**config.mk**
```make
export PLATFORM = sky130hd
export DESIGN_NAME = zx_attr_video
export DESIGN_NICKNAME = d
export VERILOG_FILES = /design/src/rtl/zx_attr_video.sv
export SDC_FILE = /design/constraint.sdc
export NUM_CORES = 1
export LEC_CHECK = 0
export ABC_AREA = 1
export CAP_MARGIN = 20
export CORE_MARGIN = 4
export CORE_UTILIZATION = 59
export DETAILED_ROUTE_END_ITERATION = 10
export DONT_BUFFER_PORTS = 1
export PLACE_DENSITY = 0.81
export SLEW_MARGIN = 5
export SYNTH_ARGS = -nofsm -noshare
export SYNTH_HDL_FRONTEND = slang
export SYNTH_SLANG_ARGS = --single-unit
```
**constraint.sdc**
```tcl
create_clock -name clk -period 3.8 [get_ports clk]
set_input_delay 0.57 -clock clk [delete_from_list [all_inputs] [get_ports clk]]
set_output_delay 0.57 -clock clk [all_outputs]
set_load 0.02 [all_outputs]
```
**src/rtl/zx_attr_video.sv**
```systemverilog
// rtl/zx_attr_video.sv - ZX Spectrum attribute display generator with VGA timing
//
// Purpose: generates VGA timing and shows the 256x192 Spectrum bitmap, pixel-doubled
//   and framed by a programmable border. Bitmap and attribute bytes are fetched from
//   the 6912-byte screen RAM one cell ahead of display.
// Ports:
//   clk          pixel clock
//   reset        synchronous, active-low reset
//   border_color {G,R,B} border colour, sampled at the start of each line
//   vid_addr     screen RAM byte address (registered)
//   vid_data     screen RAM read data, valid one clock after vid_addr
//   vga_r/g/b    4-bit colour channels, zero outside the active area
//   vga_hs/vs    active-low syncs
//   vga_de       display enable
//   frame_int    one-clock pulse per frame
module zx_attr_video #(
  parameter int HA = 640,
  parameter int HFP = 16,
  parameter int HS = 96,
  parameter int HBP = 48,
  parameter int VA = 480,
  parameter int VFP = 11,
  parameter int VS = 2,
  parameter int VBP = 31,
  parameter int HBORDER = 64,
  parameter int VBORDER = 48,
  parameter int FLASH_FRAMES = 16,
  parameter logic [3:0] LVL_NORM = 4'hA,
  parameter logic [3:0] LVL_BRIGHT = 4'hF
) (
  input  logic        clk,
  input  logic        reset,
  input  logic [2:0]  border_color,
  output logic [12:0] vid_addr,
  input  logic [7:0]  vid_data,
  output logic [3:0]  vga_r,
  output logic [3:0]  vga_g,
  output logic [3:0]  vga_b,
  output logic        vga_hs,
  output logic        vga_vs,
  output logic        vga_de,
  output logic        frame_int
);

  localparam logic [9:0] H_LAST  = 10'(HA + HFP + HS + HBP - 1);
  localparam logic [9:0] V_LAST  = 10'(VA + VFP + VS + VBP - 1);
  localparam logic [9:0] H_ACT   = 10'(HA);
  localparam logic [9:0] V_ACT   = 10'(VA);
  localparam logic [9:0] HS_BEG  = 10'(HA + HFP);
  localparam logic [9:0] HS_END  = 10'(HA + HFP + HS);
  localparam logic [9:0] VS_BEG  = 10'(VA + VFP);
  localparam logic [9:0] VS_END  = 10'(VA + VFP + VS);
  localparam logic [9:0] PX_BEG  = 10'(HBORDER);
  localparam logic [9:0] PX_END  = 10'(HA - HBORDER);
  localparam logic [9:0] PY_BEG  = 10'(VBORDER);
  localparam logic [9:0] PY_END  = 10'(VA - VBORDER);
  // Each cell is fetched during the 16 clocks before it is displayed.
  localparam logic [9:0] FX_BEG  = 10'(HBORDER - 16);
  localparam logic [9:0] FX_END  = 10'(HA - HBORDER - 16);
  localparam int         FW      = (FLASH_FRAMES > 1) ? $clog2(FLASH_FRAMES) : 1;
  localparam logic [FW-1:0] F_LAST = FW'(FLASH_FRAMES - 1);

  logic [9:0]    hc_q, hc_d, vc_q, vc_d;
  logic [FW-1:0] fcnt_q, fcnt_d;
  logic          flash_q, flash_d;
  logic [12:0]   vid_addr_q, vid_addr_d;
  logic [7:0]    bitmap_q, bitmap_d, attr_buf_q, attr_buf_d;
  logic [7:0]    shift_q, shift_d, attr_q, attr_d;
  logic [2:0]    border_q, border_d;
  logic [3:0]    r_q, r_d, g_q, g_d, b_q, b_d;
  logic          hs_q, hs_d, vs_q, vs_d, de_q, de_d, fint_q, fint_d;

  logic          cur_fetch, nxt_fetch, paper_px, pix_sel;
  logic [3:0]    cur_s, nxt_s, level;
  logic [4:0]    nxt_k;
  logic [7:0]    nxt_y;
  logic [2:0]    colour;

  always_comb begin
    hc_d = (hc_q == H_LAST) ? 10'd0 : hc_q + 10'd1;
    vc_d = vc_q;
    if (hc_q == H_LAST) vc_d = (vc_q == V_LAST) ? 10'd0 : vc_q + 10'd1;

    cur_fetch = (vc_q >= PY_BEG) && (vc_q < PY_END) && (hc_q >= FX_BEG) && (hc_q < FX_END);
    cur_s     = 4'(hc_q - FX_BEG);
    // The address register is loaded from the next position so that it is
    // already valid during s0/s2 of each fetch window.
    nxt_fetch = (vc_d >= PY_BEG) && (vc_d < PY_END) && (hc_d >= FX_BEG) && (hc_d < FX_END);
    nxt_s     = 4'(hc_d - FX_BEG);
    nxt_k     = 5'((hc_d - FX_BEG) >> 4);
    nxt_y     = 8'((vc_d - PY_BEG) >> 1);

    vid_addr_d = vid_addr_q;
    if (nxt_fetch && (nxt_s < 4'd2)) vid_addr_d = {nxt_y[7:6], nxt_y[2:0], nxt_y[5:3], nxt_k};
    else if (nxt_fetch && (nxt_s < 4'd4)) vid_addr_d = {3'b110, nxt_y[7:3], nxt_k};

    bitmap_d   = (cur_fetch && cur_s == 4'd1) ? vid_data : bitmap_q;
    attr_buf_d = (cur_fetch && cur_s == 4'd3) ? vid_data : attr_buf_q;
    attr_d     = attr_q;
    shift_d    = shift_q;
    if (cur_fetch && cur_s == 4'd15) begin
      shift_d = bitmap_q;
      attr_d  = attr_buf_q;
    end else if (hc_q[0] != PX_BEG[0]) begin
      // Each bitmap pixel lasts two clocks.
      shift_d = {shift_q[6:0], 1'b0};
    end

    // Border colour is taken live on the first clock of the line, then held.
    border_d = (hc_q == 10'd0) ? border_color : border_q;

    paper_px = (vc_q >= PY_BEG) && (vc_q < PY_END) && (hc_q >= PX_BEG) && (hc_q < PX_END);
    pix_sel  = shift_q[7] ^ (attr_q[7] & flash_q);
    colour   = (hc_q == 10'd0) ? border_color : border_q;
    level    = LVL_NORM;
    if (paper_px) begin
      colour = pix_sel ? attr_q[2:0] : attr_q[5:3];
      level  = attr_q[6] ? LVL_BRIGHT : LVL_NORM;
    end

    de_d   = (hc_q < H_ACT) && (vc_q < V_ACT);
    r_d    = (de_d && colour[1]) ? level : 4'h0;
    g_d    = (de_d && colour[2]) ? level : 4'h0;
    b_d    = (de_d && colour[0]) ? level : 4'h0;
    hs_d   = !((hc_q >= HS_BEG) && (hc_q < HS_END));
    vs_d   = !((vc_q >= VS_BEG) && (vc_q < VS_END));
    fint_d = (hc_q == 10'd0) && (vc_q == VS_BEG);

    fcnt_d  = fcnt_q;
    flash_d = flash_q;
    if (fint_d) begin
      if (fcnt_q == F_LAST) begin
        fcnt_d  = '0;
        flash_d = !flash_q;
      end else begin
        fcnt_d = fcnt_q + 1'b1;
      end
    end
  end

  always_ff @(posedge clk) begin
    if (!reset) begin
      hc_q <= '0;  vc_q <= '0;  fcnt_q <= '0;  flash_q <= 1'b0;
      vid_addr_q <= '0;  bitmap_q <= '0;  attr_buf_q <= '0;
      shift_q <= '0;  attr_q <= '0;  border_q <= '0;
      r_q <= '0;  g_q <= '0;  b_q <= '0;
      hs_q <= 1'b1;  vs_q <= 1'b1;  de_q <= 1'b0;  fint_q <= 1'b0;
    end else begin
      hc_q <= hc_d;  vc_q <= vc_d;  fcnt_q <= fcnt_d;  flash_q <= flash_d;
      vid_addr_q <= vid_addr_d;  bitmap_q <= bitmap_d;  attr_buf_q <= attr_buf_d;
      shift_q <= shift_d;  attr_q <= attr_d;  border_q <= border_d;
      r_q <= r_d;  g_q <= g_d;  b_q <= b_d;
      hs_q <= hs_d;  vs_q <= vs_d;  de_q <= de_d;  fint_q <= fint_d;
    end
  end

  assign vid_addr  = vid_addr_q;
  assign vga_r     = r_q;
  assign vga_g     = g_q;
  assign vga_b     = b_q;
  assign vga_hs    = hs_q;
  assign vga_vs    = vs_q;
  assign vga_de    = de_q;
  assign frame_int = fint_q;

endmodule

```
==> results.tsv <==
metric	value	unit
Critical Path Source Type	register	
number of antenna cells inserted	0	
status	finished clean	
max-slew violation count	0	
hpwl dp	6817	um
ratio of total power to cell area	342.0	nW/um2
number of primary I/O pins	42	
vias in the first global route	3441	
Post CTS Setup Buffer Count	0	
first-pass GRT wire length	15740	um
via density per instance	5.151	
Max-Slew Margin vs Limit	49.84	%
most numerous cell in the Yosys netlist	sky130_fd_sc_hd__nand2_1	
maximum vdd drop	0.2139	mV
static power due to leakage	2.123	nW
count of maximum capacitance violations	0	
Cell variety after synth	41	
routed wire length	9173	um
# setup viols final	0	
area enclosed by the die boundary	8769	um2
GR Util met1	29.72	%
fraction of post-synthesis cell area in the top cell type by area	38.39	%
CP Capture Type	register	
Clock Sinks	83	
met3 layer usage reported by global route	3.862	%
die boundary width	93.65	um
measured slew at the worst slew-check pin	746.0	ps
row cnt	30	
Worst Hold Launch	reset	
worst min path class	in -> reg	
CTS H-tree depth	3	
number of hold-repair buffers added at the cts stage	0	
CTS resizes	0	
total nets after synthesis	630	
GR Overflow Total	0	
number of DRC markers in iteration 0	207	
Placeable Area	6944	um2
DRC errors left	0	
most instantiated flip-flop cell in the synthesis netlist	sky130_fd_sc_hd__dfxtp_1	
post-route antenna net violation count	0	
critical path data arrival time	3080	ps
number of buffers created by CTS	9	
required time of the worst setup path	4060	ps
master cell of the clock root buffer	sky130_fd_sc_hd__clkbuf_8	
worst-case reg-to-reg path depth	17	
Top Family by Delay on Critical Path	simple AND/OR/NAND/NOR gates	
Final Total Pwr	1.532	mW
die height	93.65	um
cell types with the highest counts after synthesis	sky130_fd_sc_hd__nand2_1, sky130_fd_sc_hd__nor2_1, sky130_fd_sc_hd__dfxtp_1	
maximum clock insertion buffer count	2	
share of cells above drive strength 1	11.26	%
critical path type	reg -> reg	
endpoint of the worst hold path	attr_buf_q[4]	
number of synthesized register bits	83	
TritonCTS clock tree	yes	
share of synthesized area occupied by flip-flops and latches	38.39	%
count of flip-flops with a built-in enable after synthesis	0	
Syn Area/Cell	7.118	um2
Largest stage delay, worst path	380	ps
maximum number of pins on one net before global-route repair	42	
count of buffers from port buffering	0	
initial antenna violation count	0	
cell count after synthesis	608	
worst-case setup margin in the final layout	976.1	ps
clock network latency to the later pin of the worst-skew pair	360	ps
Total Routing Usage GR	22.59	%
reg-to-reg slack, setup	980	ps
clock edge transition at the registers on the reported setup and hold paths	90	ps
skew final	9.439	ps
total via count in the routed design	3606	
Async S/R FF share, synth	0	%
DP Worst Slack	993.2	ps
Top Usage Layer GRT	met2	
unrepaired setup endpoints after global routing	no	
endpoint of the worst register-to-register path	vid_addr[7]	
GRT met2 Usage	35.80	%
Min Hold Slack	320.8	ps
drt first pass iters	5	
ratio of final minimum period to clock period	74.31	%
final count of hold timing violations	0	
Initial Util	62.32	%
minimum clock period	2824	ps
dominant cells by area after synthesis	sky130_fd_sc_hd__dfxtp_1, sky130_fd_sc_hd__nand2_1, sky130_fd_sc_hd__nor2_1	
mapped cell area	4328	um2
number of warning messages in the yosys log	0	
crit-path cells	ha_1, nand2_2, nor2_4, nand4_4, nand2_1, inv_1, ha_1, inv_1, nand2_2, nor2_4, nand3_2, nand2_2, nor2_4, nand2_4, inv_2, nor2_1, nor2_1	
setup_tns	0	ps
maximum clock rate	0.3541	GHz
Avg WL per Cell	13.10	um
worst r2r src	hc_q[1]	
Min-Delay Path Depth	2	
Crit path buffers/inverters	3	
nets	621	
highest-delay cell along the critical path	sky130_fd_sc_hd__dfxtp_1	
Max FO, Critical Path	17	
RePlAce Congestion	0.9384	
layout-stage area growth over the synthesis result	3.498	%
Yosys top cell by area	sky130_fd_sc_hd__dfxtp_1	
-- per-layer routing --
layer  part of all wire [%]  vias up
met2                     46       85
met3                    4.6       19
li1                       -     1885
met5                      0        -
met4                    2.4        0
met1                     47     1617
-- logic make-up (layout without fill, tap and decap cells) --
kind of cell               Yosys count  count (layout)  share of synthesized area [%]
AOI/OAI and AO/OA                   58              58                          8.066
xor gates and xnor gates             7               7                          1.417
adders and majority gates            9               9                          2.602
buffers and inverters              105             101                          10.93
DFF                                 83              83                          38.39
muxes                                7               7                          1.619
and+or+nand+nor                    339             339                          36.98
-- cell usage in the layout (no fill, tap or decap), types with 9 or more instances in the layout --
master                     Yosys  routed
sky130_fd_sc_hd__a21oi_1      18      18
sky130_fd_sc_hd__clkbuf_8      0      10
sky130_fd_sc_hd__dfxtp_1      83      83
sky130_fd_sc_hd__ha_1          9       9
sky130_fd_sc_hd__inv_1        78      78
sky130_fd_sc_hd__nand2_1     137     137
sky130_fd_sc_hd__nand2_2      11      11
sky130_fd_sc_hd__nand3_1      35      35
sky130_fd_sc_hd__nor2_1      108     108
sky130_fd_sc_hd__o21ai_0      19      19
-- how the worst max path moves through the flow --
stage                 start          end  slack (ps)  depth (start not counted)
detailed placement  hc_q[1]  vid_addr[5]         990                         17
floorplan           hc_q[0]  vid_addr[5]        1310                         17
global placement    hc_q[1]  vid_addr[3]        1150                         17
CTS                 hc_q[1]  vid_addr[5]         980                         17
global route        hc_q[1]  vid_addr[5]         710                         17
finish              hc_q[1]  vid_addr[7]         980                         17
-- cell type report --
| class | instances | area [um2] |
|---|---|---|
| Timing Repair Buffer | 2 | 15.01 |
| Sequential cell | 83 | 1662 |
| Inverter | 83 | 311.5 |
| Fill cell | 623 | 2465 |
| Clock inverter | 5 | 36.28 |
| Tap cell | 96 | 120.1 |
| Clock buffer | 11 | 141.4 |
| Multi-Input combinational cell | 420 | 2193 |
-- state kept, by name, indices dropped and copies added (netlist names) --
name	flops
attr_buf_q	8
attr_q	8
bitmap_q	8
border_q	3
fcnt_q	4
flash_q	1
frame_int	1
hc_q	10
shift_q	8
vc_q	10
vga_b	2
vga_de	1
vga_g	2
vga_hs	1
vga_r	2
vga_vs	1
vid_addr	13
-- stage by stage --
step,cells,utilization (%),cell area (um2)
floorplan,608,-,4328
global placement,684,61.95,4302
detailed placement,684,61.95,4302
CTS,700,64.50,4479
global route,700,64.50,4479
finish,700,64.50,4479
-- worst register-to-register path, cell delays in order (launching register included) --
cell and delay [ps]:
sky130_fd_sc_hd__dfxtp_1 380, sky130_fd_sc_hd__ha_1 280, sky130_fd_sc_hd__nand2_2 110, sky130_fd_sc_hd__nor2_4 280
sky130_fd_sc_hd__nand4_4 240, sky130_fd_sc_hd__nand2_1 190, sky130_fd_sc_hd__inv_1 70, sky130_fd_sc_hd__ha_1 220
sky130_fd_sc_hd__inv_1 80, sky130_fd_sc_hd__nand2_2 80, sky130_fd_sc_hd__nor2_4 100, sky130_fd_sc_hd__nand3_2 80
sky130_fd_sc_hd__nand2_2 90, sky130_fd_sc_hd__nor2_4 40, sky130_fd_sc_hd__nand2_4 210, sky130_fd_sc_hd__inv_2 120
sky130_fd_sc_hd__nor2_1 110, sky130_fd_sc_hd__nor2_1 50
-- report_power, final --
group | leakage (nW) | internal, mW | total [mW] | switching, mW
Sequential | 0.670 | 0.878 | 0.891 | 0.0135
Clock | 0.0820 | 0.256 | 0.578 | 0.322
Combinational | 1.37 | 0.0192 | 0.0622 | 0.0430
Power figures use the tool's default switching activity.
